[src/rtl/spi_slave_if.sv]
// SPI mode-0 slave front end: synchronises SCK/CS_N/MOSI into sys_clk, deserialises
// MOSI bytes for the command core and serialises tx bytes onto MISO, MSB first.
module spi_slave_if #(
    parameter int SYNC_STAGES = 2,
    parameter int RDY_CYCLES  = 2
) (
    input  logic       sys_clk,
    input  logic       rst,
    input  logic       spi_sck,
    input  logic       spi_cs_n,
    input  logic       spi_mosi,
    output logic       spi_miso,
    output logic       spi_miso_oe,
    output logic [7:0] rx_data,
    output logic       rx_valid,
    input  logic [7:0] tx_data,
    input  logic       tx_load,
    output logic       frame_err,
    output logic       overrun
);

    localparam int TMR_W = $clog2(RDY_CYCLES + 1);
    localparam logic [TMR_W-1:0] TMR_LOAD = TMR_W'(RDY_CYCLES);
    localparam logic [TMR_W-1:0] TMR_ONE  = TMR_W'(1);

    typedef enum logic {
        IDLE,
        SHIFT
    } state_t;

    logic [SYNC_STAGES-1:0] sck_ff, cs_ff, mosi_ff;
    logic                   sck_d, cs_d;
    logic [SYNC_STAGES:0]   fill;
    logic                   armed;

    logic sck_sync, cs_n_sync, mosi_sync;
    logic sck_rise, sck_fall, cs_fall, cs_rise;

    assign sck_sync  = sck_ff[SYNC_STAGES-1];
    assign cs_n_sync = cs_ff[SYNC_STAGES-1];
    assign mosi_sync = mosi_ff[SYNC_STAGES-1];

    assign sck_rise = sck_sync & ~sck_d;
    assign sck_fall = ~sck_sync & sck_d;
    assign cs_rise  = cs_n_sync & ~cs_d;
    // NOTE: the CS synchroniser is preset high, so a CS_N already low at reset exit
    // looks like a fall; armed only opens once a genuine high level has been seen.
    assign cs_fall  = ~cs_n_sync & cs_d & armed;

    always_ff @(posedge sys_clk) begin
        if (!rst) begin
            sck_ff  <= '0;
            cs_ff   <= '1;
            mosi_ff <= '0;
            sck_d   <= 1'b0;
            cs_d    <= 1'b1;
            fill    <= '0;
            armed   <= 1'b0;
        end else begin
            sck_ff  <= {sck_ff[SYNC_STAGES-2:0], spi_sck};
            cs_ff   <= {cs_ff[SYNC_STAGES-2:0], spi_cs_n};
            mosi_ff <= {mosi_ff[SYNC_STAGES-2:0], spi_mosi};
            sck_d   <= sck_sync;
            cs_d    <= cs_n_sync;
            fill    <= {fill[SYNC_STAGES-1:0], 1'b1};
            armed   <= armed | (fill[SYNC_STAGES] & cs_n_sync);
        end
    end

    state_t          state;
    logic [7:0]      tx_hold, shift_tx, shift_rx;
    logic [7:0]      tx_reload;
    logic [2:0]      bit_cnt;
    logic [TMR_W-1:0] tmr;

    // A load strobe coinciding with a reload is forwarded straight into the shifter.
    assign tx_reload = tx_load ? tx_data : tx_hold;
    assign spi_miso  = spi_miso_oe & shift_tx[7];

    always_ff @(posedge sys_clk) begin
        if (!rst) begin
            state       <= IDLE;
            tx_hold     <= '0;
            shift_tx    <= '0;
            shift_rx    <= '0;
            bit_cnt     <= '0;
            tmr         <= '0;
            rx_data     <= '0;
            rx_valid    <= 1'b0;
            spi_miso_oe <= 1'b0;
            frame_err   <= 1'b0;
            overrun     <= 1'b0;
        end else begin
            frame_err <= 1'b0;
            overrun   <= 1'b0;
            if (tx_load)
                tx_hold <= tx_data;
            if (tmr != '0) begin
                tmr      <= tmr - TMR_ONE;
                rx_valid <= (tmr != TMR_ONE);
            end

            case (state)
                IDLE: begin
                    if (cs_fall) begin
                        state       <= SHIFT;
                        bit_cnt     <= '0;
                        shift_tx    <= tx_reload;
                        spi_miso_oe <= 1'b1;
                    end
                end
                SHIFT: begin
                    if (cs_rise) begin
                        state       <= IDLE;
                        spi_miso_oe <= 1'b0;
                        bit_cnt     <= '0;
                        frame_err   <= (bit_cnt != 3'd0);
                    end else if (!cs_n_sync) begin
                        if (sck_rise) begin
                            shift_rx <= {shift_rx[6:0], mosi_sync};
                            bit_cnt  <= bit_cnt + 3'd1;
                            if (bit_cnt == 3'd7) begin
                                rx_data  <= {shift_rx[6:0], mosi_sync};
                                rx_valid <= 1'b1;
                                tmr      <= TMR_LOAD;
                                overrun  <= (tmr != '0);
                            end
                        end
                        if (sck_fall) begin
                            if (bit_cnt == 3'd0)
                                shift_tx <= tx_reload;
                            else
                                shift_tx <= {shift_tx[6:0], 1'b0};
                        end
                    end
                end
                default: state <= IDLE;
            endcase
        end
    end

endmodule

[config.mk]
export PLATFORM = sky130hd
export DESIGN_NAME = spi_slave_if
export DESIGN_NICKNAME = d
export VERILOG_FILES = /design/src/rtl/spi_slave_if.sv
export SDC_FILE = /design/constraint.sdc
export NUM_CORES = 1
export LEC_CHECK = 0
export ABC_AREA = 1
export BUFFER_PORTS_ARGS = -buffer_cell sky130_fd_sc_hd__clkbuf_2
export CORE_ASPECT_RATIO = 0.9
export CORE_MARGIN = 2
export CORE_UTILIZATION = 56
export CTS_BUF_LIST = sky130_fd_sc_hd__clkbuf_16
export CTS_CLUSTER_SIZE = 24
export DETAILED_ROUTE_END_ITERATION = 12
export HOLD_SLACK_MARGIN = 0.03
export PLACE_DENSITY = 0.78
export REMOVE_ABC_BUFFERS = 1
export SYNTH_ARGS = -nofsm -noshare
export SYNTH_HDL_FRONTEND = slang
export SYNTH_SLANG_ARGS = --single-unit
[constraint.sdc]
create_clock -name sys_clk -period 1.7 [get_ports sys_clk]
set_input_delay 0.17 -clock sys_clk [delete_from_list [all_inputs] [get_ports sys_clk]]
set_output_delay 0.17 -clock sys_clk [all_outputs]
set_load 0.1 [all_outputs]
# ---- Yosys cells after proc, flatten, opt, wreduce, memory -nomap -nowiden
# Index checks and enable logic that the tools add are counted.
dict set report totals {
  out_inout_bits 13
  inputBits 14
  reg_bits 53
}
dict set report classes {
  n_eq_ne 9
  add_sub_neg 2
  n_reduce_logical 10
  n_bitwise 17
  mux 31
}
# operator count
set ops {}
lappend ops {{8-bit 2-to-1 mux} 6}
lappend ops {{8-bit one-hot mux with 2 select lines} 1}
lappend ops {{2-bit 2-to-1 mux} 6}
lappend ops {{3-bit 2-to-1 mux} 4}
lappend ops {{1-bit 2-to-1 mux} 11}
lappend ops {{2-bit inequality test (second input constant)} 5}
lappend ops {{1-bit inverter} 9}
lappend ops {{4-bit AND reduction} 2}
lappend ops {{1-bit bitwise AND} 7}
lappend ops {{3-bit inequality test (second input constant)} 2}
lappend ops {{3-bit one-hot mux with 2 select lines} 1}
lappend ops {{3-bit AND reduction} 2}
lappend ops {{6-bit OR reduction} 1}
lappend ops {{5-bit AND reduction} 1}
lappend ops {{1-bit one-hot mux with 2 select lines} 2}
lappend ops {{3-bit by 1-bit adder with 3-bit output (second input constant)} 1}
lappend ops {{3-bit equality test (second input constant)} 1}
lappend ops {{3-bit zero test} 1}
lappend ops {{3-bit nonzero test} 1}
lappend ops {{2-bit by 1-bit inequality test with 1-bit output (second input constant)} 1}
lappend ops {{2-bit AND reduction} 1}
lappend ops {{2-bit nonzero test} 1}
lappend ops {{2-bit by 1-bit subtractor with 2-bit output (second input constant)} 1}
lappend ops {{1-bit bitwise OR} 1}

# ---- Logic depth before layout (Yosys ltp)
dict set report depth {
  word_depth 7
  depth_mapped 9
  ltp_nobuf 9
}

# ---- Worst setup path before layout
# No wires, ideal clock.
dict set report synth_path {
  path_kind {register to output}
  start {register spi_miso_oe}
  end {output spi_miso}
  n_path_buf 0
  t_required_ns 1.530
  arrival_time_ns 1.675
  path_stages_with_launch 3
  slack_ns -0.145
  path_cell_list {dfxtp_1 nand2_1 inv_1}
}
dict set report synth_between {
  elab_chain_len 1
}
# item line
set synth_rtl {}
lappend synth_rtl {{from (decl)} 13} ;# output logic spi_miso_oe,
lappend synth_rtl {{from (signal assigned)} 90} ;# spi_miso_oe <= 1'b0;
lappend synth_rtl {{from (signal assigned)} 109} ;# spi_miso_oe <= 1'b1;
lappend synth_rtl {{from (signal assigned)} 115} ;# spi_miso_oe <= 1'b0;
lappend synth_rtl {{1-bit bitwise AND} 78} ;# assign spi_miso = spi_miso_oe & shift_tx[7];
lappend synth_rtl {{to (decl)} 12} ;# output logic spi_miso,
# Every way passes these cells.

# ---- Worst setup path in the final report
# Same ends and word-level chain as after synthesis.

==> run_summary.xml <==
<?xml version="1.0" encoding="UTF-8"?>
<metrics>
  <group name="worst_setup_path">
    <metric name="r2r-start" unit="">bit_cnt[0]$_SDFFE_PN0P_</metric>
    <metric name="crit_path_start" unit="">spi_miso_oe$_SDFFE_PN0P_</metric>
    <metric name="cp.required" unit="ns">1.53</metric>
    <metric name="critical_path.endpoint" unit="">spi_miso</metric>
    <metric name="startpoint_type" unit="">register</metric>
    <metric name="worst-path-max-fanout" unit="">3</metric>
    <metric name="cp_data_arrival_time" unit="ns">1.23</metric>
    <metric name="ff2ff_path_depth" unit="">8</metric>
    <metric name="end_kind" unit="">primary output</metric>
    <metric name="setup.reg_to_reg.worst_slack" unit="ns">0.31</metric>
    <metric name="timing.rr.end" unit="">shift_tx[0]$_SDFFE_PN0P_</metric>
    <metric name="timing_worst_setup_path_type" unit="">reg -&gt; out</metric>
  </group>
  <group name="timing">
    <metric name="timing.final.crit_period" unit="ns">1.405</metric>
    <metric name="setup_tns_final" unit="ns">0</metric>
    <metric name="layout_setup_ws" unit="ns">0.2954</metric>
    <metric name="slew_violations" unit="">0</metric>
    <metric name="max_slew_margin" unit="">0.5739</metric>
    <metric name="finalClockSkew" unit="ns">0.003769</metric>
    <metric name="achievable-frequency" unit="MHz">712.0</metric>
    <metric name="setup-violations-final" unit="">0</metric>
    <metric name="fin_hold_viols" unit="">0</metric>
    <metric name="worst_slew_pin_slew" unit="ns">0.6384</metric>
    <metric name="grt_setup_unrepaired" unit="">no</metric>
    <metric name="final.period_utilization" unit="">0.8262</metric>
  </group>
  <group name="logic_synthesis">
    <metric name="synth.ff_latch_count" unit="">53</metric>
    <metric name="synthesis.area" unit="µm²">2106</metric>
    <metric name="synth.lib_cells_used.distinct" unit="">20</metric>
    <metric name="yosysSeqAreaShare" unit="">0.5039</metric>
    <metric name="synth_warnings" unit="">0</metric>
    <metric name="synth.largest_area_cell" unit="">sky130_fd_sc_hd__dfxtp_1</metric>
    <metric name="synth.top_cell.area_share" unit="">0.5039</metric>
    <metric name="synthesized_instance_count" unit="">286</metric>
    <metric name="yosys-top-cells-area" unit="">sky130_fd_sc_hd__dfxtp_1, sky130_fd_sc_hd__nand2_1, sky130_fd_sc_hd__inv_1</metric>
    <metric name="post_syn_area_per_cell" unit="µm²">7.363</metric>
  </group>
  <group name="cts">
    <metric name="max-clock-path-buffers" unit="">2</metric>
    <metric name="cts.htree.levels" unit="">2</metric>
    <metric name="cts_bufs_inserted" unit="">5</metric>
    <metric name="cts_tree" unit="">yes</metric>
    <metric name="cts.sinks" unit="">53</metric>
    <metric name="cts_setup_buffers" unit="">0</metric>
    <metric name="holdBufCountCts" unit="">0</metric>
    <metric name="root_buffer_master" unit="">sky130_fd_sc_hd__clkbuf_16</metric>
    <metric name="worst_setup_hold_path_clk_slew" unit="ns">0.06</metric>
    <metric name="clkLatencyLatePin" unit="ns">0.29</metric>
    <metric name="cts_repair_resize_count" unit="">0</metric>
  </group>
  <group name="global_routing">
    <metric name="grt_use_total" unit="">0.1905</metric>
    <metric name="grt.met1_usage" unit="">0.2611</metric>
    <metric name="grt_max_degree" unit="">22</metric>
    <metric name="grt_pass1_vias" unit="">1417</metric>
    <metric name="grt_overflow_total" unit="">0</metric>
    <metric name="global_route.peak_usage_layer" unit="">met2</metric>
    <metric name="antenna_found_initial" unit="">0</metric>
    <metric name="grt_first_pass_wirelength" unit="mm">6.154</metric>
    <metric name="global_route.usage.met3" unit="">0.06522</metric>
    <metric name="gr-usage-met2" unit="">0.2728</metric>
  </group>
  <group name="layout">
    <metric name="n_fill_cell" unit="">323</metric>
    <metric name="synthToLayoutAreaGrowth" unit="%">13.19</metric>
    <metric name="commonest_non_fill_non_tap_cell_in_the_layout" unit="">sky130_fd_sc_hd__nand2_1</metric>
    <metric name="final_nets" unit="">328</metric>
    <metric name="top_library_cells_by_usage_in_the_layout_fill_and_taps_aside" unit="">sky130_fd_sc_hd__nand2_1, sky130_fd_sc_hd__dfxtp_1, sky130_fd_sc_hd__inv_1</metric>
    <metric name="register_area" unit="µm²">1061</metric>
    <metric name="design_area_final" unit="µm²">2384</metric>
    <metric name="multiInputGateArea" unit="µm²">804.5</metric>
    <metric name="final_layout_size_suffix_gt1_frac" unit="">0.1378</metric>
    <metric name="antenna-diode-count" unit="">0</metric>
  </group>
  <group name="die">
    <metric name="dieHeight" unit="µm">62.18</metric>
    <metric name="die_width" unit="µm">68.64</metric>
    <metric name="number_of_cell_rows" unit="">21</metric>
    <metric name="num_io_pins" unit="">27</metric>
    <metric name="core_area" unit="µm²">3652</metric>
    <metric name="die-area" unit="µm²">4268</metric>
    <metric name="initial_utilization" unit="">0.5766</metric>
  </group>
  <group name="detailed_routing">
    <metric name="routed_wirelength" unit="mm">3.462</metric>
    <metric name="detailroute.via_count" unit="">1683</metric>
    <metric name="firstDrtPassIters" unit="">6</metric>
    <metric name="postRouteAntennaNets" unit="">0</metric>
    <metric name="post_route_drc_violation_count" unit="">0</metric>
    <metric name="initialDrtViolationCount" unit="">101</metric>
    <metric name="routed_via_density" unit="">4.701</metric>
    <metric name="wire_per_inst" unit="µm">9.670</metric>
  </group>
  <group name="status">
    <metric name="outcome" unit="">completed</metric>
  </group>
  <group name="placed_design">
    <metric name="preCtsSetupSlack" unit="ns">0.3080</metric>
    <metric name="postPlaceCellArea" unit="µm²">2241</metric>
    <metric name="hpwlAfterDp" unit="mm">2.447</metric>
    <metric name="gp_routability_congestion" unit="">0.7528</metric>
    <metric name="place.port_buffers" unit="">26</metric>
  </group>
  <group name="power_and_ir_drop">
    <metric name="power-per-cell-area" unit="nW/µm²">991.3</metric>
    <metric name="power.static_leakage" unit="nW">1.205</metric>
    <metric name="vdd_drop_max" unit="mV">0.6512</metric>
  </group>
  <group name="run">
    <metric name="maxCapViolCount" unit="">0</metric>
  </group>
  <group name="hold_path">
    <metric name="min_path_type" unit="">in -&gt; reg</metric>
  </group>
</metrics>
[area by class of cell]
type,instances,share of cell area
Clock inverter,3,0.007349
Multi-Input combinational cell,178,0.3375
Tap cell,46,0.02415
Inverter,44,0.06929
Clock buffer,5,0.05249
Timing Repair Buffer,29,0.06404
Sequential cell,53,0.4451
[registers in the layout, summed over array words and instances, names as in the netlist]
name	flops
mosi_ff	2
cs_d	1
bit_cnt	3
rx_data	8
frame_err	1
cs_ff	2
state	1
overrun	1
shift_rx	7
tmr	2
armed	1
sck_ff	2
spi_miso_oe	1
sck_d	1
rx_valid	1
tx_hold	8
fill	3
shift_tx	8
[worst max-delay path, stage by stage, from the launching register on]
cell                       delay [ns]
sky130_fd_sc_hd__dfxtp_1         0.38
sky130_fd_sc_hd__nand2_1         0.07
sky130_fd_sc_hd__inv_1           0.06
sky130_fd_sc_hd__clkbuf_2        0.45
[worst min path at each step]
stage                     startpoint              endpoint  depth (start not counted)  slack, ns
after floorplan                  rst       fill[0]$_DFF_P_                          0       0.20
after global placement      spi_cs_n   cs_ff[0]$_SDFF_PN1_                          2       0.36
after detailed placement     spi_sck  sck_ff[0]$_SDFF_PN0_                          3       0.36
after CTS                    spi_sck  sck_ff[0]$_SDFF_PN0_                          3       0.06
after global routing        spi_cs_n   cs_ff[0]$_SDFF_PN1_                          2       0.07
final                        spi_sck  sck_ff[0]$_SDFF_PN0_                          3       0.06
[Yosys cell counts (all sizes together)]
cell type   n
or2         2
a21oi      16
dfxtp      53
nand3      11
inv        44
nand2      86
nand3b      7
ha          3
nor2       35
nor3        1
buf         8
o21ai      15
clkbuf      3
nand4       2
[cells by family after synthesis]
kind of cell    after synthesis  share of synthesized area
simple gates                144                     0.2905
buf+inv                      55                     0.1141
flops                        53                     0.5039
fa+ha+maj                     3                    0.01783
compound gates               31                    0.07368
[report_power, final]
| group | switching [mW] | internal (mW) | leakage (nW) |
|---|---|---|---|
| clock | 0.423 | 0.540 | 0.0696 |
| combinational | 0.0755 | 0.0439 | 0.704 |
| sequential | 0.0106 | 1.27 | 0.432 |
| total | 0.509 | 1.85 | 1.21 |
[layer usage]
layer / wire length (µm) / vias to the layer above / share of wire
li1: - / 917 / -
met1: 1750 / 729 / 0.51
met3: 134 / 8 / 0.039
met2: 1524 / 29 / 0.44
met5: 0 / - / 0
met4: 53 / 0 / 0.015
[through the flow]
| stage | cells | total power, mW | util | hold slack, ns |
|---|---|---|---|---|
| after floorplan | 275 | 1.383 | - | 0.1977 |
| after global placement | 350 | 1.426 | 0.6136 | 0.3597 |
| after detailed placement | 350 | 1.430 | 0.6136 | 0.3608 |
| after CTS | 358 | 2.389 | 0.6526 | 0.06013 |
| after global routing | 358 | 2.453 | 0.6526 | 0.06653 |
| final | 358 | 2.363 | 0.6526 | 0.06270 |
Power figures use the tool's default switching activity.
